$ cat src/rtl/row_result_streamer_pkg.sv
// Shared parameters and state encoding for the row result streamer.
package row_result_streamer_pkg;

    localparam int ACCUMULATOR_SIZE = 32;
    localparam int ROW_ID_SIZE      = 4;

    typedef enum logic [1:0] {
        ST_IDLE,
        ST_CLR,
        ST_RUN,
        ST_DONE
    } state_t;

endpackage

$ cat src/rtl/row_result_streamer_fifo.sv
// Two-entry FIFO holding row sums (with their index) between the RAM
// read port and the stream output.
module skid_fifo2 #(
    parameter int W = 8
) (
    input  logic         clk,
    input  logic         rst,
    input  logic         push,
    input  logic [W-1:0] push_data,
    input  logic         pop,
    output logic [W-1:0] head,
    output logic [1:0]   occ
);

    logic [W-1:0] mem [2];
    logic         wp;
    logic         rp;

    always_ff @(posedge clk) begin
        if (push) begin
            mem[wp] <= push_data;
        end
    end

    always_ff @(posedge clk) begin
        if (rst) begin
            wp  <= 1'b0;
            rp  <= 1'b0;
            occ <= 2'd0;
        end else begin
            if (push) begin
                wp <= ~wp;
            end
            if (pop) begin
                rp <= ~rp;
            end
            occ <= occ + {1'b0, push} - {1'b0, pop};
        end
    end

    assign head = mem[rp];

endmodule

$ cat src/rtl/row_result_streamer.sv
// Drains the row accumulator RAM into the argmax tracker and latches the
// winning row index at the end of the pass.
module row_result_streamer
    import row_result_streamer_pkg::*;
#(
    parameter int ACC_W = ACCUMULATOR_SIZE,
    parameter int ROW_W = ROW_ID_SIZE
) (
    input  logic                    clk,
    input  logic                    rst,
    input  logic                    start,
    input  logic [ROW_W:0]          num_rows,
    output logic                    rd_en,
    output logic [ROW_W-1:0]        rd_addr,
    input  logic [ACC_W-1:0]        rd_data,
    output logic                    tracker_clr,
    output logic                    stream_valid,
    input  logic                    stream_ready,
    output logic signed [ACC_W-1:0] stream,
    output logic [ROW_W-1:0]        index,
    input  logic [ROW_W-1:0]        max_index,
    output logic                    busy,
    output logic                    done,
    output logic [ROW_W-1:0]        result_index
);

    state_t                   state;
    state_t                   state_nx;
    logic [ROW_W:0]           cnt;
    logic [ROW_W:0]           addr;
    logic [ROW_W:0]           sent;
    logic                     inflight;
    logic [ROW_W-1:0]         addr_q;
    logic [1:0]               occ;
    logic [ACC_W+ROW_W-1:0]   head;
    logic                     issue;
    logic                     pop;
    logic                     credit;

    skid_fifo2 #(
        .W(ACC_W + ROW_W)
    ) u_fifo (
        .clk      (clk),
        .rst      (rst),
        .push     (inflight),
        .push_data({addr_q, rd_data}),
        .pop      (pop),
        .head     (head),
        .occ      (occ)
    );

    // A read is only launched if its data is sure to find a free slot.
    assign credit = ({1'b0, occ} + {2'b0, inflight}) < (3'd2 + {2'b0, pop});
    assign issue  = (state == ST_RUN) && (addr < cnt) && credit;

    assign stream_valid = !rst && (occ != 2'd0);
    assign pop          = stream_valid && stream_ready;
    assign stream       = stream_valid ? head[ACC_W-1:0] : '0;
    assign index        = stream_valid ? head[ACC_W +: ROW_W] : '0;
    assign rd_en        = !rst && issue;
    assign rd_addr      = rd_en ? addr[ROW_W-1:0] : '0;
    assign tracker_clr  = !rst && (state == ST_CLR);
    assign busy         = !rst && (state != ST_IDLE);
    assign done         = !rst && (state == ST_DONE);

    always_comb begin
        state_nx = state;
        unique case (state)
            ST_IDLE: if (start) state_nx = ST_CLR;
            ST_CLR:  state_nx = (cnt == '0) ? ST_DONE : ST_RUN;
            ST_RUN:  if (pop && (sent + 1'b1 == cnt)) state_nx = ST_DONE;
            ST_DONE: state_nx = ST_IDLE;
            default: state_nx = ST_IDLE;
        endcase
    end

    always_ff @(posedge clk) begin
        if (rst) begin
            state        <= ST_IDLE;
            cnt          <= '0;
            addr         <= '0;
            sent         <= '0;
            inflight     <= 1'b0;
            addr_q       <= '0;
            result_index <= '0;
        end else begin
            state    <= state_nx;
            inflight <= issue;
            if (issue) begin
                addr   <= addr + 1'b1;
                addr_q <= addr[ROW_W-1:0];
            end
            if ((state == ST_IDLE) && start) begin
                cnt  <= num_rows;
                addr <= '0;
                sent <= '0;
            end
            if (pop) begin
                sent <= sent + 1'b1;
            end
            if (state == ST_DONE) begin
                result_index <= max_index;
            end
        end
    end

endmodule

$ cat config.mk
export PLATFORM = sky130hd
export DESIGN_NAME = row_result_streamer
export DESIGN_NICKNAME = d
export VERILOG_FILES = /design/src/rtl/row_result_streamer_pkg.sv /design/src/rtl/row_result_streamer_fifo.sv /design/src/rtl/row_result_streamer.sv
export SDC_FILE = /design/constraint.sdc
export NUM_CORES = 1
export LEC_CHECK = 0
export CAP_MARGIN = 20
export CORE_UTILIZATION = 46
export CTS_BUF_LIST = sky130_fd_sc_hd__clkbuf_16
export DETAILED_ROUTE_END_ITERATION = 6
export PLACE_DENSITY = 0.8
export SYNTH_ARGS = -nofsm -noshare
export SYNTH_HDL_FRONTEND = slang
export SYNTH_SLANG_ARGS = --single-unit
$ cat constraint.sdc
create_clock -name clk -period 2.7 [get_ports clk]
set_clock_uncertainty 0.05 [all_clocks]
set_input_delay 0.54 -clock clk [delete_from_list [all_inputs] [get_ports clk]]
set_output_delay 0.54 -clock clk [all_outputs]
set_load 0.005 [all_outputs]
==> flow_metrics.py, run 1 <==
metrics = {
    "timing": {
        "post-route-period-util": 1.00,
        "period_needed_ps": 2700,
        "hold_viol_final": 0,
        "worst_slack_ps": -3.90,
        "setup_viol": 3,
        "drv_slew": 0,
        "relSlewSlack": 0.429,
        "rsz0062_at_grt": "yes",
        "max_freq_mhz": 370,
        "worst-slew-pin-transition_ps": 857,
    },
    "synthesis": {
        "ys_top_cells_by_count": "edfxtp_1, nor2_1, mux2i_1, dfxtp_1, nand2_1",
        "synth_async_sr_flop_share": 0,
        "yosys_warnings": 0,
        "synth.top_cell.area_share": 0.494,
        "yosysTopAreaCell": "edfxtp_1",
        "synth_area_leaders": "edfxtp_1, dfxtp_1, mux2i_1",
        "yosysSeqAreaShare": 0.636,
        "ys_types": 42,
        "syn_area_um2": 4370,
        "ys_ff_latch": 103,
        "synth_flop_cell": "edfxtp_1",
        "avgSynthCellArea_um2": 12.8,
        "synth_cells": 341,
        "synth-edff-count": 72,
        "synth_most_common_cell": "edfxtp_1",
        "syn_nets": 400,
    },
    "routing": {
        "ant_nets": 0,
        "initialDrtViolationCount": 96,
        "route.detailed.drc": 0,
        "first_pass_iters": 4,
        "routed_wl_mm": 8.97,
        "via_per_inst": 4.98,
        "wl_per_cell_um": 15.1,
        "vias": 2955,
    },
    "global_routing": {
        "overflow": 0,
        "antenna_found_initial": 0,
        "grt_pass1_wl_mm": 14.2,
        "grt_pass1_vias": 2894,
        "track_usage": 0.187,
        "grt_max_degree": 37,
    },
    "placement": {
        "dpl.hpwl_mm": 5.53,
        "place_congestion": 0.783,
        "dpl_cell_area_um2": 5540,
        "dp_cells": 562,
        "port_buffers": 93,
    },
    "critical_path": {
        "critical_path_class": "reg2out",
        "required_ps": 2110,
        "r2r_cells": 15,
        "rr_endpoint": "addr[3]$_SDFFE_PP0N_",
        "critPathArrivalTime_ps": 2110,
        "rrSetupSlack_ps": 160,
        "path_max_fanout": 2,
        "crit_path_start_kind": "flop",
        "r2r-start": "cnt[1]$_SDFFE_PP0P_",
        "endpoint_kind": "primary output",
    },
    "floorplanning": {
        "initial_core_util": 0.473,
        "core_region_area_um2": 9240,
        "ios": 94,
        "die_y_um": 99.5,
        "num_rows": 35,
        "fp.dieW_um": 99.5,
        "die_area_um2": 9900,
    },
    "worst_hold_path": {
        "hold_start": "addr_q[2]$_SDFFE_PP0N_",
        "min_path_cells": 0,
        "hold_end": "u_fifo.mem[0][34]$_DFFE_PP_",
        "hp-class": "reg2reg",
    },
    "clock_network": {
        "cts_made_buffers": 9,
        "clk_pin_slew_ps": 70,
        "cts_tree": "yes",
        "cts_hold_buf": 0,
        "cts_max_path_buffers": 2,
        "cts_htree_levels": 3,
        "cts.sinks": 103,
        "clock_latency_ps": 330,
        "cts_root_buffer": "clkbuf_16",
    },
    "pwr": {
        "leakagePower_nw": 2.24,
        "ir_drop_v": 0.000441,
        "powerDensity_nw_per_um2": 644,
    },
    "cells_and_area": {
        "fin_nets": 518,
        "finalNonFillerCells": 593,
        "layout-drive-gt1-share": 0.164,
        "final_area_um2": 6010,
        "diodes": 0,
        "areaGrowthSynthToFinish_pct": 37.5,
    },
    "run": {
        "cap_violations": 0,
    },
    "status": {
        "outcome": "finished with violations",
        "violations": "setup timing",
    },
}
-- how the worst max path moves through the flow --
stage | from | end | slack (ps) | depth (start not counted)
floorplan | inflight$_SDFF_PP0_ | u_fifo.mem[0][0]$_DFFE_PP_ | 180 | 1
global placement | stream_ready | rd_addr[0] | -380 | 8
detailed placement | stream_ready | rd_addr[3] | -440 | 8
CTS | inflight$_SDFF_PP0_ | addr[3]$_SDFFE_PP0N_ | -130 | 19
global route | u_fifo.occ[0]$_SDFF_PP0_ | rd_addr[0] | -100 | 8
finish | cnt[1]$_SDFFE_PP0P_ | rd_addr[1] | -4 | 9
-- sequential cells by signal, summed over array words and instances (netlist names), 2 cells and up, named ones only --
register      cells
u_fifo.mem       72
addr              5
cnt               5
sent              5
addr_q            4
result_index      4
state             2
u_fifo.occ        2
-- cell families (layout without fill, tap and decap cells) --
logic type	after synthesis	after routing	share of synthesized area
simple gates	110	110	0.116
compound gates	27	27	0.0452
fa+ha+maj	14	14	0.0401
buf+inv	28	151	0.0309
flops	103	103	0.636
mux	47	47	0.108
xor+xnor	12	12	0.0240
-- power by group --
| group | total [W] | internal (W) | switching (W) |
|---|---|---|---|
| logic | 0.000843 | 0.000439 | 0.000404 |
| clock network | 0.00120 | 0.000636 | 0.000568 |
| registers | 0.00183 | 0.00177 | 0.0000558 |
-- routing by layer --
layer / vias to the layer above / track usage / part of all wire
met4: 0 / 0.0690 / 0.012
met2: 94 / 0.321 / 0.49
li1: 1440 / - / -
met3: 11 / 0.0365 / 0.045
met5: - / 0 / 0
met1: 1410 / 0.236 / 0.45
-- cell type report --
cell class | instances | area, um2
multi-input combinational | 210 | 1520
clock buffer | 9 | 225
clock inverter | 7 | 56.3
fill | 685 | 3230
sequential | 103 | 2790
tap | 129 | 161
inverter | 12 | 58.8
timing repair buffer | 123 | 1210
-- layout by cell type (no fill, tap or decap), drive strengths merged, types with 7 or more instances in the layout --
cell type and count:
edfxtp 72, clkdlybuf4s50 69, nor2 59, mux2i 47
buf 34, dfxtp 31, dlygate4sd2 18, nand2 15
ha 14, a21oi 12, inv 12, nand3 11
xnor2 10, clkbuf 9, clkinv 7
-- through the flow --
stage | hold slack [ps] | power (W) | TNS, ps | utilization | setup slack [ps]
2_1_floorplan | 375 | 0.00230 | 0 | - | 185
3_3_place_gp | 389 | 0.00257 | -6590 | 0.599 | -383
3_5_place_dp | 396 | 0.00259 | -7580 | 0.599 | -436
4_1_cts | 418 | 0.00387 | -687 | 0.643 | -127
5_1_grt | 432 | 0.00405 | -399 | 0.651 | -96.0
6_report | 417 | 0.00387 | -9.28 | 0.651 | -3.90
-- worst max-delay path: stages, from the launching register on --
cell and delay (ps):
dfxtp_2 340, inv_2 50, ha_4 220, a21o_1 150, a211o_1 340, a21oi_2 170
and2b_2 200, buf_6 110, and2_4 130, buf_6 80
-- timing repair --
action,4_1_cts,5_1_grt
gates cloned,1,0
pin swaps,7,9
gates resized for setup,46,19
setup endpoints to repair,42,15
buffers inserted,16,4
Power figures use the tool's default switching activity.
==> run 2, diff against run 1 <==
--- a/config.mk
+++ b/config.mk
@@ -8,6 +8,7 @@
 export CAP_MARGIN = 20
 export CORE_UTILIZATION = 46
 export CTS_BUF_LIST = sky130_fd_sc_hd__clkbuf_16
+export CTS_CLUSTER_DIAMETER = 100
 export DETAILED_ROUTE_END_ITERATION = 6
 export PLACE_DENSITY = 0.8
 export SYNTH_ARGS = -nofsm -noshare
==> constraint.sdc (replaced) <==
create_clock -name clk -period 2.7 [get_ports clk]
set_clock_uncertainty 0.05 [all_clocks]
set_input_delay 0.54 -clock clk [delete_from_list [all_inputs] [get_ports clk]]
set_output_delay 0.54 -clock clk [all_outputs]
set_load 0.02 [all_outputs]
==> run 2 against run 1 <==
The flow still finishes with violations (setup timing). Non-clock buffer count shrank 2. Clock power grew 6%. Count of clock-buffer cells in the layout is the same. Setup slack lost 30 ps. Utilization shrank 0.19 points. First-iteration DRC count grew 1.0%. Power grew 4.4%. Via count is the same. Die area is the same. Sequential power is essentially flat. Critical path depth is the same. Design area shrank 0.29%. Critical endpoint is now rd_addr[0]. Largest power group unchanged.
==> flow_metrics.py, run 2 (synthesized netlist as in run 1, its figures left out) <==
metrics = {
    "timing": {
        "post-route-period-util": 1.01,
        "max_freq_mhz": 366,
        "worst_slack_ps": -34.3,
        "relSlewSlack": 0.415,
        "period_needed_ps": 2730,
        "setup_viol": 2,
        "worst-slew-pin-transition_ps": 877,
        "drv_slew": 0,
        "hold_viol_final": 0,
        "rsz0062_at_grt": "yes",
    },
    "clock_network": {
        "cts_max_path_buffers": 2,
        "cts_htree_levels": 3,
        "cts.sinks": 103,
        "clk_pin_slew_ps": 70,
        "cts_root_buffer": "clkbuf_16",
        "cts_tree": "yes",
        "cts_hold_buf": 0,
        "clock_latency_ps": 340,
        "cts_made_buffers": 9,
    },
    "cells_and_area": {
        "mostFrequentLayoutCell": "edfxtp_1",
        "layout-drive-gt1-share": 0.158,
        "fillCellCount": 696,
        "final_area_um2": 5990,
        "areaGrowthSynthToFinish_pct": 37.1,
        "final_cell_mix": "edfxtp_1, nor2_1, clkdlybuf4s50_1, mux2i_1, dlygate4sd2_1",
        "diodes": 0,
        "fin_nets": 516,
        "largest_reg_flops": 72,
        "regMostFlops": "u_fifo.mem",
    },
    "worst_hold_path": {
        "hp-class": "reg2reg",
    },
    "critical_path": {
        "path_max_fanout": 5,
        "critPathArrivalTime_ps": 2140,
        "critical_path_class": "reg2out",
        "endpoint_kind": "primary output",
        "required_ps": 2110,
        "crit_path_start_kind": "flop",
    },
    "global_routing": {
        "track_usage": 0.189,
        "grt_pass1_wl_mm": 14.3,
        "grt_pass1_vias": 2962,
        "overflow": 0,
        "antenna_found_initial": 0,
        "grt_max_degree": 38,
    },
    "floorplanning": {
        "fp.dieW_um": 99.5,
        "die_y_um": 99.5,
        "ios": 94,
        "core_region_area_um2": 9240,
        "initial_core_util": 0.473,
        "die_area_um2": 9900,
        "num_rows": 35,
    },
    "pwr": {
        "power_w": 0.00404,
        "ir_drop_v": 0.000458,
        "leakagePower_nw": 2.28,
        "powerDensity_nw_per_um2": 674,
    },
    "routing": {
        "routed_wl_mm": 9.07,
        "ant_nets": 0,
        "via_per_inst": 5.00,
        "wl_per_cell_um": 15.3,
        "initialDrtViolationCount": 97,
        "vias": 2955,
        "route.detailed.drc": 0,
        "first_pass_iters": 4,
    },
    "placement": {
        "port_buffers": 93,
        "dpl_cell_area_um2": 5540,
        "place_congestion": 0.781,
        "dpl.hpwl_mm": 5.77,
    },
    "status": {
        "outcome": "finished with violations",
        "violations": "setup timing",
    },
    "run": {
        "cap_violations": 0,
    },
}
run 2: cell types whose count changed in the layout (fill, tap and decap cells not counted), sizes merged:
| cell | delta |
|---|---|
| bufbuf | -1 |
| buf | -1 |
| clkdlybuf4s50 | -20 |
| bufinv | +1 |
| dlygate4sd2 | +21 |
| clkinvlp | +4 |
| clkinv | -5 |
| dlymetal6s2s | -1 |
run 2: cell type report:
cell class,instances,area (um2),share of cell area
Timing Repair Buffer,121,1130,0.189
Clock buffer,9,225,0.0376
Multi-Input combinational cell,210,1560,0.260
Inverter,12,58.8,0.00981
Tap cell,129,161,0.0269
Clock inverter,7,72.6,0.0121
Sequential cell,103,2790,0.465
run 2: critical path, cell delays in order, from the launching register on:
cell,delay [ps]
dfxtp_2,330
ha_4,240
o41ai_4,300
nand3_2,160
buf_6,150
a21oi_4,110
and2b_2,200
buf_6,90
and2_4,120
buf_6,110
run 2: power breakdown:
part | switching (W) | internal [W] | leakage, nW | total [W]
logic | 0.000498 | 0.000452 | 1.23 | 0.000950
clock network | 0.000553 | 0.000718 | 0.135 | 0.00127
registers | 0.0000510 | 0.00177 | 0.917 | 0.00182
total | 0.00110 | 0.00294 | 2.28 | 0.00404
run 2: path summary, 6_finish.rpt:
check,from,endpoint,slack [ps],cells after the start
setup / recovery,inflight$_SDFF_PP0_,rd_addr[0],-30,9
hold / removal,addr_q[2]$_SDFFE_PP0N_,u_fifo.mem[0][34]$_DFFE_PP_,410,0
setup reg to reg,inflight$_SDFF_PP0_,addr[4]$_SDFFE_PP0N_,30,14
hold reg to reg,addr_q[2]$_SDFFE_PP0N_,u_fifo.mem[0][34]$_DFFE_PP_,410,0
run 2: timing repair:
item / CTS / global route
pin swaps: 4 / 11
endpoints found under the setup margin: 45 / 6
gates resized for setup: 67 / 21
setup buffers: 11 / 3
run 2: per-layer routing:
layer / vias to the layer above / global-route usage / part of all wire
li1: 1434 / - / -
met2: 113 / 0.327 / 0.49
met5: - / 0 / 0
met1: 1393 / 0.231 / 0.44
met3: 15 / 0.0513 / 0.059
met4: 0 / 0.0566 / 0.019
run 2: stage by stage:
step	TNS, ps	setup slack, ps	hold WS, ps	util	cells
floorplan	0	185	375	-	341
global placement	-10650	-483	391	0.599	562
detailed placement	-13060	-660	394	0.599	562
CTS	-7.35	-6.19	410	0.638	589
global route	-424	-122	426	0.649	591
finish	-34.5	-34.3	408	0.649	591
==> run 3, diff against run 2 <==
--- a/config.mk
+++ b/config.mk
@@ -11,6 +11,8 @@
 export CTS_CLUSTER_DIAMETER = 100
 export DETAILED_ROUTE_END_ITERATION = 6
 export PLACE_DENSITY = 0.8
+export SETUP_SLACK_MARGIN = 0.15
 export SYNTH_ARGS = -nofsm -noshare
 export SYNTH_HDL_FRONTEND = slang
+export SYNTH_HIERARCHICAL = 1
 export SYNTH_SLANG_ARGS = --single-unit
==> run 3 against run 2 <==
The flow now finishes without violations. Global-route usage decreased by 2.5 points. First-iteration DRC count decreased by 24%. Sequential share of layout area decreased by 0.68 points. Via count decreased by 3.1%. Synthesized area increased by 5.4%. Die area increased by 5.3%. Register-to-register slack improved by 680 ps. Fmax increased by 7.0%. Count of clock-buffer cells in the layout unchanged. Wire length decreased by 7.3%. Critical endpoint unchanged. Largest cell class unchanged. Largest power group unchanged.
==> flow_metrics.py, run 3 <==
metrics = {
    "timing": {
        "setup_viol": 0,
        "worst-slew-pin-transition_ps": 452,
        "max_freq_mhz": 391,
        "worst_slack_ps": 144,
        "post-route-period-util": 0.947,
        "hold_viol_final": 0,
        "drv_slew": 0,
        "rsz0062_at_grt": "yes",
        "period_needed_ps": 2560,
        "relSlewSlack": 0.699,
    },
    "placement": {
        "pre_cts_ws_ps": -500,
        "port_buffers": 93,
        "place_congestion": 0.787,
        "dpl.hpwl_mm": 5.95,
    },
    "worst_hold_path": {
        "hp-class": "reg2reg",
    },
    "cells_and_area": {
        "fillCellCount": 779,
        "multi_input_area_um2": 1750,
        "regMostFlops": "u_fifo/mem",
        "final_cell_mix": "edfxtp_1, clkdlybuf4s50_1, dlygate4sd2_1, and2_1, mux2_4",
        "fin_nets": 506,
        "mostFrequentLayoutCell": "edfxtp_1",
        "regArea_um2": 2790,
        "diodes": 0,
        "layout-drive-gt1-share": 0.217,
        "areaGrowthSynthToFinish_pct": 32.1,
        "largest_reg_flops": 72,
    },
    "routing": {
        "met3_length_um": 412,
        "first_pass_iters": 4,
        "via_per_inst": 4.90,
        "ant_nets": 0,
        "vias": 2864,
        "wl_per_cell_um": 14.4,
        "dr_wl_met2_mm": 4.14,
        "route.detailed.drc": 0,
        "initialDrtViolationCount": 74,
        "routed_wl_mm": 8.40,
        "maxUsedRoutingLayer": "met4",
        "routedLengthMet1_mm": 3.74,
    },
    "global_routing": {
        "grt_pass1_wl_mm": 12.9,
        "antenna_found_initial": 0,
        "grt_max_degree": 39,
        "overflow": 0,
        "track_usage": 0.164,
        "grt_pass1_vias": 2758,
    },
    "synthesis": {
        "synth_cells": 334,
        "yosys_warnings": 6,
        "yosysTopAreaCell": "edfxtp_1",
        "synth-edff-count": 72,
        "ys_top_cells_by_count": "edfxtp_1, and2_1, dfxtp_1, mux2_4, nor2_1",
        "ys_ff_latch": 103,
        "synth_most_common_cell": "edfxtp_1",
        "synth.top_cell.area_share": 0.469,
        "synth_async_sr_flop_share": 0,
        "avgSynthCellArea_um2": 13.8,
        "synth_flop_cell": "edfxtp_1",
        "ys_types": 39,
        "yosysSeqAreaShare": 0.604,
        "syn_nets": 393,
        "syn_area_um2": 4610,
        "synth_area_leaders": "edfxtp_1, dfxtp_1, mux2_4",
    },
    "critical_path": {
        "crit_path_start_kind": "flop",
        "path_delay_family": "compound AO/OA/AOI/OAI gates",
        "required_ps": 2110,
        "slowest_delay_ps": 340,
        "critPathArrivalTime_ps": 1970,
        "worst_path_max_delay_cell": "dfxtp_2",
        "cp_cell_sequence": "inv_2, ha_4, a21o_1, a211o_1, a21oi_4, and2b_2, and2_4, buf_6",
        "crit_buf_inv": 2,
        "path_max_fanout": 5,
        "endpoint_kind": "primary output",
        "critical_path_class": "reg2out",
    },
    "clock_network": {
        "cts_made_buffers": 9,
        "cts.sinks": 103,
        "cts_htree_levels": 3,
        "clk_pin_slew_ps": 70,
        "cts_tree": "yes",
        "cts_root_buffer": "clkbuf_16",
        "cts_max_path_buffers": 2,
        "clock_latency_ps": 330,
    },
    "pwr": {
        "p_sw_w": 0.000996,
        "leakagePower_nw": 2.41,
        "p_comb_frac": 0.209,
        "ir_drop_v": 0.000437,
        "p_seq_frac": 0.479,
        "powerDensity_nw_per_um2": 621,
        "p_int_w": 0.00278,
        "swShare": 0.264,
        "p_clk_frac": 0.311,
        "power_w": 0.00378,
    },
    "floorplanning": {
        "initial_core_util": 0.474,
        "ios": 94,
        "die_y_um": 102,
        "fp.dieW_um": 102,
        "num_rows": 36,
        "core_region_area_um2": 9730,
        "die_area_um2": 10400,
    },
    "run": {
        "cap_violations": 0,
    },
    "status": {
        "outcome": "finished clean",
    },
}
-- run 3: cell count changes after synthesis, moves of 2 or more --
cell,previous run,this run
buf_12,0,3
o21ai_1,0,2
nand3b_1,0,3
buf_2,2,0
mux2_2,0,6
and2_1,5,41
a221oi_1,0,2
nor3_1,2,0
nor2_1,59,22
buf_1,4,0
mux2_4,0,30
mux2i_1,47,10
-- run 3: final cells by class --
| class | instances | area share |
|---|---|---|
| repair buffers | 115 | 0.176 |
| flip-flops and latches | 103 | 0.458 |
| multi-input cells | 207 | 0.287 |
| clock buffers | 9 | 0.0370 |
| inverters | 11 | 0.00678 |
| well taps | 133 | 0.0273 |
| clock inverters | 7 | 0.00760 |
-- run 3: cell families after synthesis --
logic type | share of synthesized area
AOI/OAI and AO/OA | 0.0432
and+or+nand+nor | 0.121
muxes | 0.134
adders and majority gates | 0.0380
xor gates and xnor gates | 0.0277
DFF | 0.604
buffers and inverters | 0.0318
-- run 3: worst paths after layout --
path,startpoint,end,slack (ps),depth (start not counted)
worst max register to register,sent[0]$_SDFFE_PP0P_,state[0]$_SDFFE_PP0P_,710,7
worst min register to register,addr_q[2]$_SDFFE_PP0N_,u_fifo/mem[0][34]$_DFFE_PP_,400,0
worst min-delay path,addr_q[2]$_SDFFE_PP0N_,u_fifo/mem[0][34]$_DFFE_PP_,400,0
worst max-delay path,cnt[1]$_SDFFE_PP0P_,rd_addr[0],140,8
-- run 3: power groups by stage --
stage	sequential (W)	combinational [W]	clock, W
after floorplan	0.00184	0.000493	0
after global placement	0.00184	0.000790	0
after detailed placement	0.00184	0.000809	0
after CTS	0.00181	0.000797	0.00121
after global routing	0.00182	0.000868	0.00128
final	0.00181	0.000792	0.00118
-- run 3: routing by layer --
layer,vias up,track usage
li1,1407,-
met1,1364,0.203
met2,83,0.277
met3,10,0.0397
met4,0,0.0615
met5,-,0
-- run 3: repair_timing --
item / CTS / global route
gates resized for setup: 77 / 8
setup endpoints to repair: 45 / 6
hold buffers: 0 / 0
pin swaps: 7 / 2
buffers inserted: 1 / 0
-- run 3: metrics by stage --
stage,hold slack [ps],setup TNS (ps),instance area (um2),utilization,cells
global route,423,0,6090,0.626,585
global placement,387,-10310,5790,0.595,568
CTS,404,0,6060,0.622,585
detailed placement,395,-11470,5790,0.595,568
floorplan,375,0,4610,-,334
finish,402,0,6090,0.626,585
